==> src/rtl/save_pc_pkg.sv <==
`default_nettype none
// ============================================================================
//  Module      : save_pc_pkg
//  Description : Core-wide constants shared by the single-cycle RISC-V core:
//                the architectural register width and the boot address.
//  Revision    : 1.0 - initial release
// ============================================================================
package save_pc_pkg;

    // Architectural register width (XLEN).
    localparam int          c_xlen      = 32;

    // Address the PC takes while reset is held. Execution starts here.
    localparam logic [31:0] c_boot_addr = 32'h0000_0000;

endpackage : save_pc_pkg
`default_nettype wire

==> src/rtl/save_pc.sv <==
`default_nettype none
// ============================================================================
//  Module      : save_pc
//  Description : Program-counter state register. Captures the next PC from
//                the next-PC mux on every rising clock edge. It also keeps a
//                valid flag and a misalignment flag for the captured value.
//
//  Ports       : CLK           - system clock, rising-edge active
//                RST           - synchronous reset, active low
//                PC_In         - next PC (WIDTH bits)
//                PC_Out        - registered current PC (WIDTH bits)
//                PC_Valid      - 0 while in reset, 1 after the first load
//                PC_Misaligned - 1 when the captured PC has PC[1:0] != 0
//
//  Revision    : 1.0 - initial release
// ============================================================================
module save_pc
    import save_pc_pkg::*;
#(
    parameter int               WIDTH       = c_xlen,
    parameter logic [WIDTH-1:0] RESET_VALUE = WIDTH'(c_boot_addr)
) (
    input  logic             CLK,
    input  logic             RST,
    input  logic [WIDTH-1:0] PC_In,
    output logic [WIDTH-1:0] PC_Out,
    output logic             PC_Valid,
    output logic             PC_Misaligned
);

    // The reset value's alignment is fixed at elaboration time.
    localparam logic c_reset_misaligned = (RESET_VALUE[1:0] != 2'b00);

    logic [WIDTH-1:0] r_pc;
    logic             r_valid;
    logic             r_misaligned;

    // The register loads on every edge: there is no enable or stall.
    // Reset takes priority over the load.
    always_ff @(posedge CLK) begin
        if (!RST) begin
            r_pc         <= RESET_VALUE;
            r_valid      <= 1'b0;
            r_misaligned <= c_reset_misaligned;
        end else begin
            r_pc         <= PC_In;
            r_valid      <= 1'b1;
            r_misaligned <= (PC_In[1:0] != 2'b00);
        end
    end

    assign PC_Out        = r_pc;
    assign PC_Valid      = r_valid;
    assign PC_Misaligned = r_misaligned;

endmodule : save_pc
`default_nettype wire

==> config.mk <==
export PLATFORM = sky130hd
export DESIGN_NAME = save_pc
export DESIGN_NICKNAME = d
export VERILOG_FILES = /design/src/rtl/save_pc_pkg.sv /design/src/rtl/save_pc.sv
export SDC_FILE = /design/constraint.sdc
export NUM_CORES = 1
export LEC_CHECK = 0
export CELL_PAD_IN_SITES_DETAIL_PLACEMENT = 1
export CELL_PAD_IN_SITES_GLOBAL_PLACEMENT = 2
export CORE_UTILIZATION = 19
export CTS_BUF_LIST = sky130_fd_sc_hd__clkbuf_8
export DETAILED_ROUTE_END_ITERATION = 12
export GPL_ROUTABILITY_DRIVEN = 0
export PLACE_DENSITY = 0.79
export SETUP_SLACK_MARGIN = 0.3
export SLEW_MARGIN = 20
export SYNTH_ARGS = -nofsm -noshare
export SYNTH_HDL_FRONTEND = slang
export SYNTH_SLANG_ARGS = --single-unit
==> constraint.sdc <==
create_clock -name CLK -period 0.8 [get_ports CLK]
set_input_delay 0.08 -clock CLK [delete_from_list [all_inputs] [get_ports CLK]]
set_output_delay 0.08 -clock CLK [all_outputs]
set_load 0.1 [all_outputs]
### Yosys cells after proc, flatten, opt, wreduce, memory -nomap -nowiden

Index checks and enable logic that the tools add are counted.

| storage, ports and cells | value |
|---|---|
| bits of input ports | 34 |
| logic and storage cells | 5 |
| bits in registers | 34 |
| output and inout port bits | 34 |

| cells by class | value |
|---|---|
| mux-type cells | 1 |
| reduce and logical (&&, ||, !) cells | 1 |

Operators with widths:

| kind | number |
|---|---|
| 2-bit nonzero test | 1 |
| 1-bit 2-to-1 mux | 1 |

### Logic depth before layout (Yosys ltp)

Gate-level depths: netlist (run 1).

| depth | value |
|---|---|
| word-level depth | 1 |
| gate-level depth with buffers | 2 |

### Worst setup path before layout (run 1)

No wires, ideal clock.

| timing path | value |
|---|---|
| path kind | reg-to-output |
| from | reg r_misaligned, in the netlist PC_Misaligned |
| to | out PC_Misaligned |
| stages on the path, launching flop included | 1 |
| setup slack | -0.189 ns |
| arrival time | 0.909 ns |
| path buffers | 0 |
| data required time | 0.720 ns |
| cells stage by stage | dfxtp_1 |

RTL lines:

| element | RTL line | source |
|---|---|---|
| from (decl) | save_pc.sv:36 | `logic r_misaligned;` |
| from (signal assigned) | save_pc.sv:44 | `r_misaligned <= c_reset_misaligned;` |
| from (signal assigned) | save_pc.sv:48 | `r_misaligned <= (PC_In[1:0] != 2'b00);` |
| to (decl) | save_pc.sv:28 | `output logic PC_Misaligned` |

No word-level cell between the ends.

### Worst setup path after layout (run 1)

| timing path | value |
|---|---|
| from | reg r_pc[23], in the netlist PC_Out[23] |
| to | out PC_Out[23] |

RTL lines:

| element | RTL line | source |
|---|---|---|
| from (decl) | save_pc.sv:34 | `logic [WIDTH-1:0] r_pc;` |
| from (signal assigned) | save_pc.sv:46 | `r_pc <= PC_In;` |
| to (decl) | save_pc.sv:26 | `output logic [WIDTH-1:0] PC_Out,` |

No word-level cell between the ends.

==> metrics.md, run 1 <==
| Metric | Value |
|---|---|
| Final #Nets | 178 |
| Top-area cell type share of the netlist area | 75.35% |
| TritonCTS Buffers | 5 |
| Cell variety after synth | 5 |
| Clock transition at the registers of the reported paths | 0.07 ns |
| Seq cells post-synth | 34 |
| WL/cell | 13.03 um |
| HP Class | in -> reg |
| Required time of the critical path | 0.72 ns |
| CTS tree | done |
| Main synth FF type | dfxtp_1 |
| Crit path launch type | flip-flop |
| Io pins | 68 |
| Slew Viols, Final | 0 |
| Dpl cells | 188 |
| Detailed placement HPWL | 1979 um |
| Status | complete, but fails checks |
| Storage cell area | 808.3 um2 |
| Critical Path Max Stage Delay | 0.35 ns |
| Delay-heaviest family, CP | flip-flops |
| Die area | 5035 um2 |
| Commonest cells post-synth | dfxtp_1, and2_1, clkbuf_2 |
| Worst IR Drop VDD | 1063 uV |
| CP Cell Sequence | buf_12 |
| Port Buf Inserts | 67 |
| H-tree depth | 2 |
| Final worst slack | -0.08238 ns |
| Tightest Pin Transition | 0.1172 ns |
| Maximum fanout along the worst path | 1 |
| Share of layout cells above drive strength 1 | 54.86% |
| Ys async rst share | 0% |
| Antenna violations before repair | 0 |
| DR pass1 iterations | 10 |
| Tcrit/Tclk final | 110.3% |
| Fin util | 49.19% |
| Longest Clk Path Bufs | 2 |
| Crit path capture type | output pin |
| Syn avg cell area | 12.91 um2 |
| Overall die height | 70.96 um |
| Buf/Inv on CP | 1 |
| Worst rel slew slack | 92.19% |
| DRC Markers | 3 |
| Overflow after GRT | 0 |
| Worst Path Arrival | 0.80 ns |
| Vias in the first global route | 839 |
| Row count | 24 |
| Fmax | 1.133 GHz |
| Final Hold Fails | 0 |
| Most frequent cell after synthesis | dfxtp_1 |
| CP max stage cell | dfxtp_4 |
| Number of fillers in the final layout | 429 |
| First-pass GRT wire length | 4140 um |
| RSZ-0062 raised after global routing | yes |
| Initial Utilization | 20.19% |
| Area of the multi-input gates | 207.7 um2 |
| Pleak | 0.8975 nW |
| Critical path class | reg -> out |
| Largest net degree at the start of global routing | 17 |
| Mapped Cells | 70 |
| CTS root buf | clkbuf_8 |
| Setup Viol. Count Final | 34 |
| Synth warn | 0 |
| Area contributors post-synth | dfxtp_1, and2_1, clkbuf_2, o21a_1, buf_2 |
| Die width | 70.96 um |
| Routed WL | 2554 um |
| Area leader, netlist | dfxtp_1 |
| Syn Std Cell Area | 903.4 um2 |
| Vias per std cell | 3.816 |
| N_diodes | 0 |
| Syn_nets | 104 |
| Initial DRC count | 21 |
| MaxCap Viol Count | 0 |
| Post-Layout Cell Count | 196 |
| Total global-route track usage | 11.75% |
| Power density over the cells | 1942 nW/um2 |
| Post-synth EDFFs | 0 |
| Via count | 748 |
| Syn-to-layout area delta | 143.6% |
| Clock Sink Count | 34 |
| Final min period | 0.8824 ns |
| Final ANT Viol Nets | 0 |
| Seq/Total Area, Yosys | 75.35% |
| Failing checks | design-rule violations, negative setup slack |
| Core area | 4474 um2 |
==> cell usage in the layout (no fill, tap or decap) <==
| master | netlist | routed |
|---|---|---|
| and2_1 | 32 | 32 |
| dfxtp_4 | 0 | 34 |
| buf_4 | 0 | 1 |
| dlymetal6s2s_1 | 0 | 2 |
| clkbuf_2 | 2 | 1 |
| clkdlybuf4s50_1 | 0 | 30 |
| buf_12 | 0 | 34 |
| clkinv_2 | 0 | 2 |
| clkbuf_8 | 0 | 5 |
| buf_6 | 0 | 2 |
| o21a_1 | 1 | 1 |
==> logic make-up after synthesis <==
group                  Yosys count  share of synthesized area, %
buffers and inverters            3                         1.662
AOI/OAI and AO/OA                1                        0.8313
DFF                             34                         75.35
and+or+nand+nor                 32                         22.16
==> sequential cells by signal, indices dropped and copies added, names as in the netlist <==
| signal | cells |
|---|---|
| PC_Misaligned | 1 |
| PC_Valid | 1 |
| PC_Out | 32 |
==> area by class of cell <==
| type | count | area share (%) |
|---|---|---|
| timing repair buffer | 70 | 47.30 |
| sequential | 34 | 36.73 |
| multi-input combinational | 33 | 9.437 |
| clock buffer | 5 | 3.127 |
| tap | 52 | 2.956 |
| clock inverter | 2 | 0.4548 |
==> power by group <==
| part | internal, mW | leakage, nW | switching [mW] |
|---|---|---|---|
| Sequential | 1.74 | 0.303 | 0.0747 |
| Clock | 0.583 | 0.0438 | 0.573 |
| Combinational | 0.533 | 0.551 | 0.771 |
==> repair_timing <==
action                     4_1_cts  5_1_grt
gates resized for setup          5        3
buffers inserted                 0        0
hold buffers                     0        0
setup endpoints to repair       68       55
cloned                           1        0
==> path summary, 6_finish.rpt <==
path                  slack [ns]  startpoint  cells after the start         end
worst max-delay path       -0.08  PC_Out[23]                      1  PC_Out[23]
worst min-delay path        0.04    PC_In[1]                      2   PC_Out[1]
==> routing by layer <==
layer / GRT usage (%) / up-vias / routed length, um
met5: 0 / - / 0
met4: 7.333 / 0 / 68
met3: 8.405 / 7 / 372
met2: 19.12 / 50 / 1240
met1: 10.52 / 332 / 874
li1: - / 359 / -
==> metrics by stage <==
stage	hold slack [ns]	setup slack [ns]	power [mW]	setup TNS (ns)	cell area, um2
finish	0.04402	-0.08238	4.273	-2.588	2201
global route	0.04320	-0.1232	4.470	-3.765	2201
global placement	0.5607	-0.1471	3.140	-4.470	2107
floorplan	0.1077	0.2162	2.546	0	1031
CTS	0.2646	-0.1089	4.375	-3.351	2201
detailed placement	0.5614	-0.1916	3.161	-5.753	2107
Note: power is estimated with default switching activity, not from simulation.
==> inputs of run 2 (changes only) <==
--- a/config.mk
+++ b/config.mk
@@ -13,7 +13,7 @@
 export GPL_ROUTABILITY_DRIVEN = 0
 export PLACE_DENSITY = 0.79
 export SETUP_SLACK_MARGIN = 0.3
-export SLEW_MARGIN = 20
+export SLEW_MARGIN = 15
 export SYNTH_ARGS = -nofsm -noshare
 export SYNTH_HDL_FRONTEND = slang
 export SYNTH_SLANG_ARGS = --single-unit
==> results of run 2 <==
The final DEF is identical to that of run 1; final timing and power are the same.
==> inputs of run 3 (changes only) <==
--- a/config.mk
+++ b/config.mk
@@ -5,6 +5,7 @@
 export SDC_FILE = /design/constraint.sdc
 export NUM_CORES = 1
 export LEC_CHECK = 0
+export ABC_CLOCK_PERIOD_IN_PS = 800
 export CELL_PAD_IN_SITES_DETAIL_PLACEMENT = 1
 export CELL_PAD_IN_SITES_GLOBAL_PLACEMENT = 2
 export CORE_UTILIZATION = 19
@@ -17,3 +18,4 @@
 export SYNTH_ARGS = -nofsm -noshare
 export SYNTH_HDL_FRONTEND = slang
 export SYNTH_SLANG_ARGS = --single-unit
+export TNS_END_PERCENT = 100
==> results of run 3 <==
The final DEF is identical to that of run 1; final timing and power are the same.
